==> src/rtl/systolic_output_collector_pkg.sv <==
// Shared definitions for the systolic array datapath: FSM state encoding and default geometry.
package systolic_output_collector_pkg;

  localparam int unsigned DEF_ROWS      = 4;
  localparam int unsigned DEF_COLS      = 4;
  localparam int unsigned DEF_ACC_WIDTH = 32;
  localparam int unsigned DEF_OUT_WIDTH = 16;

  typedef enum logic [1:0] {
    ST_IDLE  = 2'd0,
    ST_DRAIN = 2'd1,
    ST_CLEAR = 2'd2
  } coll_state_e;

  // Index width for a count of n items, never narrower than one bit.
  function automatic int unsigned idx_width(input int unsigned n);
    return (n > 1) ? $clog2(n) : 1;
  endfunction

endpackage

==> src/rtl/systolic_output_collector_sat_clamp.sv <==
// Signed saturating narrowing from IN_WIDTH to OUT_WIDTH; purely combinational.
module sat_clamp #(
  parameter int unsigned IN_WIDTH  = 32,
  parameter int unsigned OUT_WIDTH = 16
) (
  input  logic signed [IN_WIDTH-1:0]  data_i,
  output logic signed [OUT_WIDTH-1:0] data_o
);

  if (IN_WIDTH > OUT_WIDTH) begin : g_clamp
    localparam logic signed [OUT_WIDTH-1:0] MAX_V = {1'b0, {(OUT_WIDTH-1){1'b1}}};
    localparam logic signed [OUT_WIDTH-1:0] MIN_V = {1'b1, {(OUT_WIDTH-1){1'b0}}};

    logic in_range_c;

    // In range when every dropped bit matches the kept sign bit.
    assign in_range_c = (data_i[IN_WIDTH-1:OUT_WIDTH-1] ==
                         {(IN_WIDTH-OUT_WIDTH+1){data_i[IN_WIDTH-1]}});
    assign data_o     = in_range_c ? data_i[OUT_WIDTH-1:0]
                                   : (data_i[IN_WIDTH-1] ? MIN_V : MAX_V);
  end else begin : g_extend
    assign data_o = OUT_WIDTH'(data_i);
  end

endmodule

==> src/rtl/systolic_output_collector.sv <==
// Captures a finished PE-array tile, streams it out row by row with saturation,
// then pulses acc_clear so the array can start the next tile.
module systolic_output_collector
  import systolic_output_collector_pkg::*;
#(
  parameter int unsigned ROWS      = DEF_ROWS,
  parameter int unsigned COLS      = DEF_COLS,
  parameter int unsigned ACC_WIDTH = DEF_ACC_WIDTH,
  parameter int unsigned OUT_WIDTH = DEF_OUT_WIDTH
) (
  input  logic                                clk,
  input  logic                                rst,
  input  logic                                acc_valid,
  input  logic [ACC_WIDTH*ROWS*COLS-1:0]      acc_in,
  output logic                                acc_clear,
  output logic [OUT_WIDTH*COLS-1:0]           out_data,
  output logic [idx_width(ROWS)-1:0]          out_row,
  output logic                                out_valid,
  input  logic                                out_ready,
  output logic                                out_last,
  output logic                                busy,
  output logic                                overflow
);

  localparam int unsigned RW = idx_width(ROWS);
  localparam logic [RW-1:0] LAST_ROW = RW'(ROWS - 1);

  coll_state_e state_q, state_d;
  logic [RW-1:0] row_q, row_d;
  logic          overflow_q, overflow_d;
  logic signed [ACC_WIDTH-1:0] tile_q [ROWS][COLS];
  logic signed [ACC_WIDTH-1:0] tile_d [ROWS][COLS];

  logic signed [ACC_WIDTH-1:0] row_acc_c [COLS];
  logic signed [OUT_WIDTH-1:0] row_sat_c [COLS];

  // State, row counter, sticky overflow and tile buffer.
  always_ff @(posedge clk or posedge rst) begin
    if (rst) begin
      state_q    <= ST_IDLE;
      row_q      <= '0;
      overflow_q <= 1'b0;
      for (int r = 0; r < ROWS; r++) begin
        for (int c = 0; c < COLS; c++) begin
          tile_q[r][c] <= '0;
        end
      end
    end else begin
      state_q    <= state_d;
      row_q      <= row_d;
      overflow_q <= overflow_d;
      tile_q     <= tile_d;
    end
  end

  // Next-state logic; the counter parks at the last row instead of wrapping.
  always_comb begin
    state_d    = state_q;
    row_d      = row_q;
    overflow_d = overflow_q;
    tile_d     = tile_q;
    case (state_q)
      ST_IDLE: begin
        if (acc_valid) begin
          for (int r = 0; r < ROWS; r++) begin
            for (int c = 0; c < COLS; c++) begin
              tile_d[r][c] = acc_in[(r*COLS+c)*ACC_WIDTH +: ACC_WIDTH];
            end
          end
          row_d   = '0;
          state_d = ST_DRAIN;
        end
      end
      ST_DRAIN: begin
        if (acc_valid) overflow_d = 1'b1;
        if (out_ready) begin
          if (row_q == LAST_ROW) state_d = ST_CLEAR;
          else                   row_d   = row_q + RW'(1);
        end
      end
      ST_CLEAR: begin
        if (acc_valid) overflow_d = 1'b1;
        state_d = ST_IDLE;
      end
      default: state_d = ST_IDLE;
    endcase
  end

  // Read path: select the current row, clamp each column.
  always_comb begin
    for (int c = 0; c < COLS; c++) begin
      row_acc_c[c] = tile_q[row_q][c];
    end
  end

  for (genvar gc = 0; gc < COLS; gc++) begin : g_sat
    sat_clamp #(
      .IN_WIDTH (ACC_WIDTH),
      .OUT_WIDTH(OUT_WIDTH)
    ) u_sat (
      .data_i(row_acc_c[gc]),
      .data_o(row_sat_c[gc])
    );
  end

  assign out_valid = (state_q == ST_DRAIN);
  assign out_last  = out_valid && (row_q == LAST_ROW);
  assign out_row   = out_valid ? row_q : '0;
  assign acc_clear = (state_q == ST_CLEAR);
  assign busy      = (state_q != ST_IDLE);
  assign overflow  = overflow_q;

  always_comb begin
    out_data = '0;
    if (out_valid) begin
      for (int c = 0; c < COLS; c++) begin
        out_data[c*OUT_WIDTH +: OUT_WIDTH] = row_sat_c[c];
      end
    end
  end

endmodule

==> config.mk <==
export PLATFORM = sky130hd
export DESIGN_NAME = systolic_output_collector
export DESIGN_NICKNAME = d
export VERILOG_FILES = /design/src/rtl/systolic_output_collector_pkg.sv /design/src/rtl/systolic_output_collector_sat_clamp.sv /design/src/rtl/systolic_output_collector.sv
export SDC_FILE = /design/constraint.sdc
export NUM_CORES = 1
export LEC_CHECK = 0
export CORE_AREA = 4 4 229 231
export DETAILED_ROUTE_END_ITERATION = 10
export DIE_AREA = 0 0 233 235
export GPL_TIMING_DRIVEN = 0
export HOLD_SLACK_MARGIN = 0.06
export PLACE_DENSITY = 0.76
export SKIP_LAST_GASP = 1
export SYNTH_ARGS = -nofsm -noshare
export SYNTH_HDL_FRONTEND = slang
export SYNTH_SLANG_ARGS = --single-unit
==> constraint.sdc <==
create_clock -name clk -period 22.1 [get_ports clk]
set_clock_uncertainty 0.2 [all_clocks]
set_input_delay 4.42 -clock clk [delete_from_list [all_inputs] [get_ports clk]]
set_output_delay 4.42 -clock clk [all_outputs]
set_load 0.02 [all_outputs]
# == Word-level counts from Yosys, hierarchy flattened ==
# Cells that the tools add are included.
# word_totals
word_cells,63
out_inout_bits,71
regBits,517
inputBits,516
# classes
addsub,1
order_cmp,1
n_reduce_logical,9
n_eq_ne,11
n_bitwise,1
mux,21
# op_table
cell,n
$bmux 128 s2,1
$mux 128,2
$mux 16,8
$eq 16x16->1,4
$mux 64,1
$mux 2,7
$pmux 2 s2,2
$eq 2x2->1 const B,2
$ne 2x1->1 const B,2
$ne 2x2->1 const B,2
$reduce_and 2->1,2
$reduce_and 4->1,1
$reduce_bool 2->1,2
$ge 3x3->1 const B,1
$not 2->3,1
$reduce_and 3->1,1
$add 2x1->2 const B,1
$eq 2x1->1 const B,1
$logic_not 2->1,1
$reduce_or 2->1,1
$logic_and 1x1->1,1

# == Depth between registers and ports, before layout ==
# logic_depth
depth_word,7
ltp_mapped,13
ltp_nobuf,7

# == Modules after synthesis ==
# From an unflattened synthesis, not the netlist that was laid out.
# hier_totals
hier_cells,1544
area_unflattened_um2,24498.5
# by_module_without_submodules
mod,cells_each,instances,area_per_inst_um2
systolic_output_collector,1344,1,23112.2
sat_clamp,50,4,346.6

# == Least setup slack after synthesis ==
# Ideal clock, no wire load.
# synth_timing
path_type,register -> output
start,register row_q[1]
end,output port out_data[37]
arrival_time_ns,2.793
slack_ns,14.687
path_stages_with_launch,13
required_ns,17.480
path_buffers,6
cell_sequence,dfrtp_1 > buf_2 > buf_6 > buf_6 > buf_4 > mux4_2 > nor4_1 > nand2_1 > o21ai_0 > o211a_1 > buf_4 > buf_6 > mux2i_1
# synth_between
elab_chain_cells,7
# synth_rtl
item,line_no,text
from (decl),systolic_output_collector.sv:29,"logic [RW-1:0] row_q, row_d;"
from (signal assigned),systolic_output_collector.sv:50,row_q <= row_d;
$not 2->3 (implied by the code) *,systolic_output_collector.sv:92,row_acc_c[c] = tile_q[row_q][c];
$bmux 128 s2 *,systolic_output_collector.sv:92,
$mux 128 * (2 in series),--,
$eq 16x16->1 or $mux 16 (tied branches),"systolic_output_collector_sat_clamp.sv:17, systolic_output_collector_sat_clamp.sv:20",
$mux 16 *,systolic_output_collector_sat_clamp.sv:19,assign data_o = in_range_c ? data_i[OUT_WIDTH-1:0]
$mux 64 *,systolic_output_collector.sv:115,if (out_valid) begin
to (decl),systolic_output_collector.sv:16,"output logic [OUT_WIDTH*COLS-1:0] out_data,"
# Mark *: on every way between the ends. The rest lies on a longest branch, timed or not. The select of a mux whose other input is x is not followed.

# == Final worst setup path ==
# layout_timing
start,register row_q[0]
end,output port out_data[38]
# Same word-level chain as after synthesis.

==> results.cfg <==
[detailed_routing]
drt_first_iter_violations = 1095
vias = 16300
via_per_inst = 5.66
drt_first_pass_iters = 5
drc_errors = 0
ant_nets = 0
wire_per_inst_um = 28.2
routed_wl_um = 81200

[place]
post-place-cells = 2745
gp_congestion = 0.892
place.detailed.hpwl_um = 61500
io_buffers = 586

[clocking]
clock-sinks = 517
postCtsSetupBuffers = 0
clk_pin_slew_ns = 0.06
postCtsResizedCells = 0
cts-root-buf = clkbuf_16
clockBufferDepth = 3
htreeDepth = 2
clock_latency_ns = 0.58
tritoncts = done
numCtsBuffers = 56
cts-hold-fix-buffers = 0

[run]
drv_cap = 0

[power_and_ir_drop]
vdd_drop_max_uv = 81.4
clkPwrFrac_pct = 20.7
internal_power_mw = 3.16
combPwrFrac_pct = 43.8
power_density_nw_per_um2 = 146
power.leakage_nw = 13.0
seqPwrFrac_pct = 35.5
p_sw_mw = 1.58
p_sw_share_pct = 33.4
power_mw = 4.74

[min_path]
hp-class = reg2reg

[die]
rows = 82
start_util_pct = 47.2
dieArea_um2 = 54800
coreArea_um2 = 50100
die_w_um = 233
io_pins = 587
dieHeight_um = 235

[synth]
synth_edf_count = 0
synth.cell_area_um2 = 23600
synth-compound-area-share_pct = 1.72
synth_nets = 2003
synthArstFlopShare_pct = 100
yosysWarnings = 0
synth_top_family_by_area = multiplexers
synthAdderAreaFrac_pct = 0.212
synth-main-ff-cell = dfrtp_1
seq_area_frac_synth_pct = 54.8
synthSimpleGateAreaFrac_pct = 2.19
synth-seq-cells = 517
synth_xor_area_share_pct = 0
synthCells = 1483
synthMuxAreaShare_pct = 38.3
syn_avg_cell_area_um2 = 15.9
synth_cell_types = 45

[global_route]
grt_pass1_wl_um = 119000
antenna_found_initial = 52
globalRouteTotalUtil_pct = 29.3
overflow = 0
grt_max_degree = 132
grt_pass1_vias = 18300

[layout]
multiInputGateArea_um2 = 10000
fin_cells = 2875
fillerInstances = 3809
area_growth_pct = 37.4
final_common_cell = clkdlybuf4s50_1
drive_gt1_share_pct = 35.1
nNetsFinal = 2651
postLayoutCoreUtil_pct = 64.8
final_cell_mix = 586 x clkdlybuf4s50_1, 517 x dfrtp_1, 513 x mux2_2
register_area_um2 = 12900

[status]
status = finished clean

[worst_setup_path]
startpoint_type = flip-flop
endpoint_kind = output port
arrival_ns = 4.79
worstPathMaxFanout = 10
worst-setup-path-type = reg2out
crit_required_ns = 17.48

[timing]
slew_headroom_pct = 30.7
rsz0062_at_grt = no
fin_crit_ns = 9.41
worstMarginPinSlew_ns = 1.04
setup_violations = 0
hold_viol = 0
drv_slew = 0
post-route-period-util_pct = 42.6
fmax_mhz = 106
tns_ns = 0
-- final cells by class --
class,count,share of cell area (%)
Sequential cell,517,39.9
Multi-Input combinational cell,840,30.9
Timing Repair Buffer,590,18.4
Clock buffer,83,5.10
Tap cell,672,2.59
Buffer,104,1.77
Clock inverter,18,0.849
Inverter,22,0.278
Antenna cell,29,0.224
-- Yosys cell counts, types with 3 or more instances --
| library cell | n | area, µm² |
|---|---|---|
| mux4_2 | 105 | 2360 |
| buf_6 | 9 | 101 |
| a31o_2 | 5 | 43.8 |
| mux4_4 | 6 | 150 |
| clkbuf_1 | 64 | 240 |
| ha_1 | 4 | 50.1 |
| mux2_2 | 513 | 5780 |
| nand2b_1 | 5 | 31.3 |
| nor2_1 | 5 | 18.8 |
| nor4_1 | 8 | 50.1 |
| nand2_1 | 56 | 210 |
| or4_1 | 3 | 22.5 |
| and2_1 | 6 | 37.5 |
| mux4_1 | 16 | 420 |
| buf_2 | 18 | 90.1 |
| o22ai_1 | 10 | 62.6 |
| a31o_1 | 10 | 87.6 |
| buf_12 | 3 | 60.1 |
| nand4_1 | 8 | 50.1 |
| dfrtp_1 | 517 | 12900 |
| nor2b_1 | 6 | 37.5 |
| mux2i_1 | 33 | 330 |
| buf_4 | 5 | 37.5 |
| o21ai_0 | 21 | 105 |
| inv_1 | 22 | 82.6 |
-- kinds of logic (layout without fill, tap and decap cells) --
family          Yosys count  in the layout
mux                     673            673
flops                   517            517
buf+inv                 126            817
simple gates            106            106
compound gates           57             57
fa+ha+maj                 4              4
other cells               0             29
-- state kept, by name, indices dropped and copies added, names as in the netlist --
name      flops
tile_q      512
row_q         2
state_q       2
overflow      1
-- through the flow --
| stage | cell area, µm² | setup WS, ns | hold WS (ns) |
|---|---|---|---|
| floorplan | 23600 | 3.04 | 0.270 |
| global placement | 30300 | -2.78 | 0.279 |
| detailed placement | 30400 | 13.38 | 0.285 |
| CTS | 32400 | 12.73 | 0.299 |
| global route | 32400 | 12.58 | 0.308 |
| finish | 32400 | 12.69 | 0.297 |
-- final timing paths --
| check | from | end | slack (ns) | cells after the start |
|---|---|---|---|---|
| setup reg to reg | state_q[0]$_DFFE_PP0P_ | tile_q[57]$_DFFE_PP0P_ | 18.75 | 6 |
| hold reg to reg | tile_q[372]$_DFFE_PP0P_ | tile_q[372]$_DFFE_PP0P_ | 0.30 | 1 |
| hold / removal | tile_q[372]$_DFFE_PP0P_ | tile_q[372]$_DFFE_PP0P_ | 0.30 | 1 |
| setup / recovery | row_q[0]$_DFFE_PP0P_ | out_data[38] | 12.69 | 14 |
| max in group asynchronous | rst | tile_q[301]$_DFFE_PP0P_ | 16.14 | 4 |
| min in group asynchronous | rst | tile_q[266]$_DFFE_PP0P_ | 4.03 | 2 |
-- worst max-delay path, stage by stage (launching register included) --
cell	delay, ns
dfrtp_1	0.37
buf_6	0.18
buf_12	0.17
buf_12	0.16
buf_4	0.28
buf_2	0.37
mux4_2	0.42
nor4_1	0.33
nand2_1	0.09
o21ai_0	0.08
o211a_1	0.17
buf_4	0.17
buf_6	0.20
mux2i_1	0.47
clkdlybuf4s50_1	0.73
-- power groups by stage --
stage	clock [mW]	sequential (mW)	combinational, mW
final	0.980	1.69	2.08
after global placement	0	1.66	2.04
after detailed placement	0	1.69	2.08
after global routing	1.03	1.73	2.21
after floorplan	0	1.59	1.42
after CTS	0.995	1.68	2.09
-- metal layers --
layer | track usage, % | share of wire (%) | vias to the layer above
li1 | - | - | 6855
met1 | 34.3 | 37 | 8507
met2 | 49.2 | 50 | 651
met3 | 10.4 | 9.1 | 205
met4 | 12.1 | 3.9 | 46
met5 | 0 | 0.38 | -
Note: power is estimated with default switching activity, not from simulation.
